--- src/rtl/pim_instr_issue.sv ---
// pim_instr_issue: host instruction FIFO feeding the PIM instruction register,
// issuing one word at a time with a load strobe, then waiting for PIM_done.
module pim_instr_issue #(
  parameter int N = 38,
  parameter int DEPTH = 16,
  localparam int CW = $clog2(DEPTH) + 1
) (
  input  logic          clk,
  input  logic          rst,
  input  logic          host_wr,
  input  logic [N-1:0]  host_instr,
  input  logic          flush,
  input  logic          run,
  input  logic          PIM_done,
  output logic [N-1:0]  instr_out,
  output logic          PIM_load,
  output logic          busy,
  output logic          host_full,
  output logic [CW-1:0] fifo_count,
  output logic          err_ovf,
  output logic [15:0]   issued_cnt
);
  localparam int AW = $clog2(DEPTH);
  typedef enum logic {IDLE, EXEC} state_t;
  state_t state, state_nx;
  logic [N-1:0] mem [DEPTH];
  logic [AW-1:0] wr_ptr, rd_ptr;
  logic issue, done_ok, wr_en, ovf;
  assign host_full = fifo_count == CW'(DEPTH);
  // done is ignored while the strobe is still high
  always_comb begin
    issue = state == IDLE && run && fifo_count != '0 && !flush;
    done_ok = state == EXEC && !PIM_load && PIM_done;
    wr_en = host_wr && !flush && (!host_full || issue);
    ovf = host_wr && !flush && host_full && !issue;
    state_nx = issue ? EXEC : done_ok ? IDLE : state;
  end
  always_ff @(posedge clk or posedge rst)
    if (rst) state <= IDLE;
    else state <= state_nx;
  always_ff @(posedge clk)
    if (wr_en) mem[wr_ptr] <= host_instr;
  always_ff @(posedge clk or posedge rst)
    if (rst) begin
      wr_ptr <= '0;
      rd_ptr <= '0;
      fifo_count <= '0;
      err_ovf <= 1'b0;
      PIM_load <= 1'b0;
      busy <= 1'b0;
      instr_out <= '0;
      issued_cnt <= '0;
    end else begin
      if (flush) begin
        wr_ptr <= '0;
        rd_ptr <= '0;
        fifo_count <= '0;
      end else begin
        if (wr_en) wr_ptr <= wr_ptr + 1'b1;
        if (issue) rd_ptr <= rd_ptr + 1'b1;
        fifo_count <= fifo_count + CW'(wr_en) - CW'(issue);
      end
      if (ovf) err_ovf <= 1'b1;
      PIM_load <= issue;
      if (issue) begin
        instr_out <= mem[rd_ptr];
        issued_cnt <= issued_cnt + 16'd1;
        busy <= 1'b1;
      end else if (done_ok) busy <= 1'b0;
    end
endmodule

--- config.mk ---
export PLATFORM = sky130hd
export DESIGN_NAME = pim_instr_issue
export DESIGN_NICKNAME = d
export VERILOG_FILES = /design/src/rtl/pim_instr_issue.sv
export SDC_FILE = /design/constraint.sdc
export NUM_CORES = 1
export LEC_CHECK = 0
export BUFFER_PORTS_ARGS = -buffer_cell sky130_fd_sc_hd__buf_4
export CELL_PAD_IN_SITES_DETAIL_PLACEMENT = 2
export CELL_PAD_IN_SITES_GLOBAL_PLACEMENT = 2
export CORE_ASPECT_RATIO = 0.9
export CORE_MARGIN = 1
export CORE_UTILIZATION = 40
export DETAILED_ROUTE_END_ITERATION = 8
export GPL_ROUTABILITY_DRIVEN = 0
export GPL_TIMING_DRIVEN = 0
export PLACE_DENSITY = 0.77
export SLEW_MARGIN = 20
export SYNTH_ARGS = -nofsm -noshare
export SYNTH_HDL_FRONTEND = slang
export SYNTH_SLANG_ARGS = --single-unit
--- constraint.sdc ---
create_clock -name clk -period 4.35 [get_ports clk]
set_input_delay 1.305 -clock clk [delete_from_list [all_inputs] [get_ports clk]]
set_output_delay 1.305 -clock clk [all_outputs]
set_load 0.1 [all_outputs]
# Word level (Yosys, flattened, before mapping)
# Memory sizes are Yosys's and may differ from the RTL's. A register that Yosys moved wholly into a read port is not among the register bits.
# Cells that the tools add are included.
[word_totals]
mem_count = 1
regBits = 32
ramBits = 608
[mem_list]
columns = ["memory", "words", "width", "read_ports", "rd_clocked_by_memory_dff", "write_ports", "line_no", "source"]
rows = [
  ["mem", 16, 38, 1, 1, 1, "26", "logic [N-1:0] mem [DEPTH];"],
]
[op_classes]
addsub = 5
eq_ne = 1
bitwise = 1
n_reduce_logical = 18
n_mux = 9
[ops]
columns = ["cell", "n"]
rows = [
  ["$add 16x1->16 const B", 1],
  ["$mux 4", 4],
  ["$logic_and 1x1->1", 9],
  ["$add 4x1->4 const B", 2],
  ["$reduce_bool 2->1", 3],
  ["$add 5x1->5", 1],
  ["$eq 5x5->1 const B", 1],
  ["$mux 5", 1],
  ["$reduce_bool 5->1", 1],
  ["$sub 5x1->5", 1],
  ["$logic_not 1->1", 4],
  ["$mux 1", 4],
  ["$logic_or 1x1->1", 1],
  ["$not 1->1", 1],
]

# Depth between registers and ports, before layout
[depth]
word_depth = 9
ltp_mapped = 13
mapped_depth_nobuf = 12

# Least setup slack after synthesis
# Ideal clock, no wire load.
[synth_path]
path_type = "reg-to-reg"
from = "register fifo_count[2]"
to = "memory mem[0][0], enable pin"
arrival_ns = 5.061
slack_ns = -1.191
path_stages_with_launch = 8
required_ns = 3.869
path_cell_list = "dfrtp_1 -> inv_1 -> ha_1 -> nand4bb_1 -> inv_1 -> a21oi_1 -> nand2_1 -> nor3_1"
[synth_between]
elab_cells_between_ends = 9
[synth_lines]
columns = ["item", "line_no", "source"]
rows = [
  ["start, declared", "19", "output logic [CW-1:0] fifo_count,"],
  ["start signal, assigned", "61", "fifo_count <= fifo_count + CW'(wr_en) - CW'(issue);"],
  ["$eq 5x5->1", "29", "assign host_full = fifo_count == CW'(DEPTH);"],
  ["named net host_full", "18", "output logic host_full,"],
  ["$logic_not 1->1", "34", "wr_en = host_wr && !flush && (!host_full || issue);"],
  ["$logic_or 1x1->1", "34", ""],
  ["$logic_and 1x1->1", "34", ""],
  ["$mux 1", "42", "if (wr_en) mem[wr_ptr] <= host_instr;"],
  ["$mux 1 (implied by the code)", "42", ""],
  ["end, declared", "26", ""],
]
# The timed path passes the listed nets, and every way through them passes these cells.

# Worst setup path after layout
[layout_path]
from = "input run"
to = "register fifo_count[4]"
[layout_between]
elab_chain_cells = 8
[layout_rtl]
columns = ["item", "line_no", "source"]
rows = [
  ["start, declared", "13", "input logic run,"],
  ["$logic_and 1x1->1 * (3 in series)", "32", "issue = state == IDLE && run && fifo_count != '0 && !flush;"],
  ["$logic_or 1x1->1", "34", ""],
  ["$logic_and 1x1->1", "34", ""],
  ["$add 5x1->5", "61", ""],
  ["$sub 5x1->5 *", "61", ""],
  ["$mux 5 *", "54", "if (flush) begin"],
]
# Mark *: on every way between the ends. The rest lies on a longest branch, timed or not.
# A chain may end at the register's enable or synchronous reset.

==> metrics <==
clock skew=0.0326 ns; DR pass1 iterations=5; Worst-Skew Late Latency=0.62 ns; highest cell delay on the worst timing path=0.42 ns; design area=30900 sq um; PwrDens=592 nW/um^2; H-tree depth=3; CP Buf/Inv Count=4; min-delay worst type=reg2reg; Iter 0 DRT Violations=1269; Synth-to-Final Area Change=19.8%; Top-Level Pins=107; synthesized net count=1249; post-place instance area=28600 sq um; placed insts=2180; worst vdd ir=0.304 mV; Slew @ Worst Pin=1.11 ns; setup TNS=0 ns; hold endpoint=issued_cnt[15]; DR vias/cell=5.84; worst r2r src=fifo_count[3]; CP endpoint kind=flip-flop; TritonCTS clock tree=built; total grt overflow=0; Crit path max-delay family=simple AND/OR/NAND/NOR gates; Synth top area share=0.708; CP required=4.87 ns; Hold Fails Final Rpt=0; Num CTS Buffers=72; outcome=finished, final reports clean; Cell Rows=87; Critical Path AT=4.15 ns; global-route wire length before repair=113000 um; top cells by area, synth=edfxtp_1 (71%), mux4_2 (13%), dfrtp_1 (6.8%), o22ai_1 (1.8%), mux2_2 (1.7%); count of cell types in the netlist=41; Post-CTS Resized=0; r2r endpoint=fifo_count[4]; Max Slew Vio Count=0; largest net degree at the start of global routing=48; leading area contributor after synthesis=edfxtp_1; Hold Path Stages=1; Lkg Pwr=9.97 nW; critical path's slowest cell=fa_1; Post-CTS Setup Inserts=0; most frequent cells after synthesis=edfxtp_1 (608), mux4_2 (152), o22ai_1 (76); max-cap viol count=0; CP Launch Type=primary input; Async S/R FF share, synth=0.103; synthesized area=25800 sq um; cell with the most instances after synthesis=edfxtp_1; fill count=5546; ys flop type=edfxtp_1; Max Fclk=0.275 GHz; Final Core Density=0.489; Ys Warns=0; R2R Setup Slk=0.91 ns; DP HPWL=50000 um; global-route usage over all layers=0.246; Die Wd=270 um; min Tclk post-route=3.64 ns; unrepaired setup endpoints after global routing=false; register area share after synthesis=0.776; total power=18.3 mW; Min-Delay Startpoint=issued_cnt[15]; Net count, final=1465; initial antenna violation count=3; vias in the first global route=15028; core footprint=63200 sq um; Die Ht=243 um; CTS clk-pin slew, worst paths=0.06 ns; Initial Util=0.408; worst reg2reg path depth=13; Seq cells post-synth=678; WL final=78900 um; Post-Syn Instances=1193; CP cell instances=buf_4, or2b_1, or3_1, buf_2, inv_2, buf_2, nand2b_1, fa_1, a21oi_1, nor2_1, or3_1, a21oi_1; die area=65500 sq um; relative slew slack=0.257; vias after detailed routing=13505; average cell area after synthesis=21.6 sq um; Post-CTS Hold Fix Bufs=0; number of flops mapped to enable cells by yosys=608; final period utilization=0.836; DRC=0; ratio of cells with drive above 1 in the final layout=0.336; Setup violations, final=0; Finished Layout Cells=2314; clock sink count=678; IO Port Bufs=105; CTS Buffer Depth=3; CP Max Fanout=10; Post-DRT Antenna Nets=0; crit path kind=in2reg; drt wl/cell=34.1 um; Root Buffer=clkbuf_16
[worst register-to-register path: cells and delay by family, from the launching register on]
| kind | cells | cell delay, ns |
|---|---|---|
| fa+ha+maj | 2 | 0.63 |
| compound gates | 2 | 0.32 |
| flops | 1 | 0.38 |
| buf+inv | 4 | 0.90 |
| simple gates | 5 | 1.12 |
[registers in the layout, summed over array words and instances (netlist names)]
| register | count |
|---|---|
| busy | 1 |
| rd_ptr | 4 |
| mem | 608 |
| issued_cnt | 16 |
| wr_ptr | 4 |
| err_ovf | 1 |
| PIM_load | 1 |
| fifo_count | 5 |
| instr_out | 38 |
[how the worst max path moves through the flow]
stage | start | end | cells past startpoint
finish | run | fifo_count[4] | 12
global route | run | fifo_count[4] | 12
CTS | run | fifo_count[4] | 12
detailed placement | run | fifo_count[4] | 12
global placement | run | mem[4][28] | 5
floorplan | fifo_count[2] | mem[12][0] | 7
[power breakdown]
part / internal [mW] / switching, mW
clock: 3.58 / 2.65
combinational: 1.22 / 3.15
sequential: 7.41 / 0.276
total: 12.2 / 6.08
[cell families after synthesis]
logic type	after synthesis	share of synthesized area
xor gates and xnor gates	24	0.00815
buffers and inverters	77	0.0136
adders and majority gates	12	0.00611
DFF	678	0.776
AOI/OAI and AO/OA	127	0.0287
muxes	192	0.150
and+or+nand+nor	83	0.0176
[final cells by class]
cell class	count	area, sq um	area share
antenna	1	2.50	0.0000810
buffer	65	307	0.00992
clock buffer	106	2130	0.0688
clock inverter	27	221	0.00717
inverter	12	47.5	0.00154
multi-input combinational	438	5570	0.180
sequential	678	20000	0.647
tap	845	1060	0.0342
timing repair buffer	142	1560	0.0506
[per-stage QoR]
step	hold slack [ns]	worst slack (ns)
5_1_grt	0.494	0.570
3_3_place_gp	0.452	-2.14
2_1_floorplan	0.550	-0.175
4_1_cts	0.474	0.717
3_5_place_dp	0.462	0.0607
6_report	0.470	0.714
[layout by cell type, fill, tap and decap left out, types with 7 or more instances in the layout]
cell type and count:
buf_16 13, clkbuf_8 9, buf_2 20, xnor2_1 12
mux2_2 39, inv_1 10, buf_8 9, ha_1 11
nor2_4 12, dfrtp_1 70, o22ai_1 76, nor2_1 14
xor2_1 12, edfxtp_1 608, nand2_1 16, clkbuf_16 77
clkinv_1 7, mux4_2 152, buf_12 13, buf_4 115
buf_1 8, clkbuf_1 47, a21oi_1 43, clkinv_2 14
[metal layers]
metal | global-route usage | up-vias | part of all wire
met1 | 0.325 | 7395 | 0.41
met3 | 0.0484 | 140 | 0.060
met2 | 0.412 | 564 | 0.50
li1 | - | 5402 | -
met4 | 0.0720 | 4 | 0.026
met5 | 0 | - | 0.00033
No activity file was read; power rests on OpenSTA's default activity.
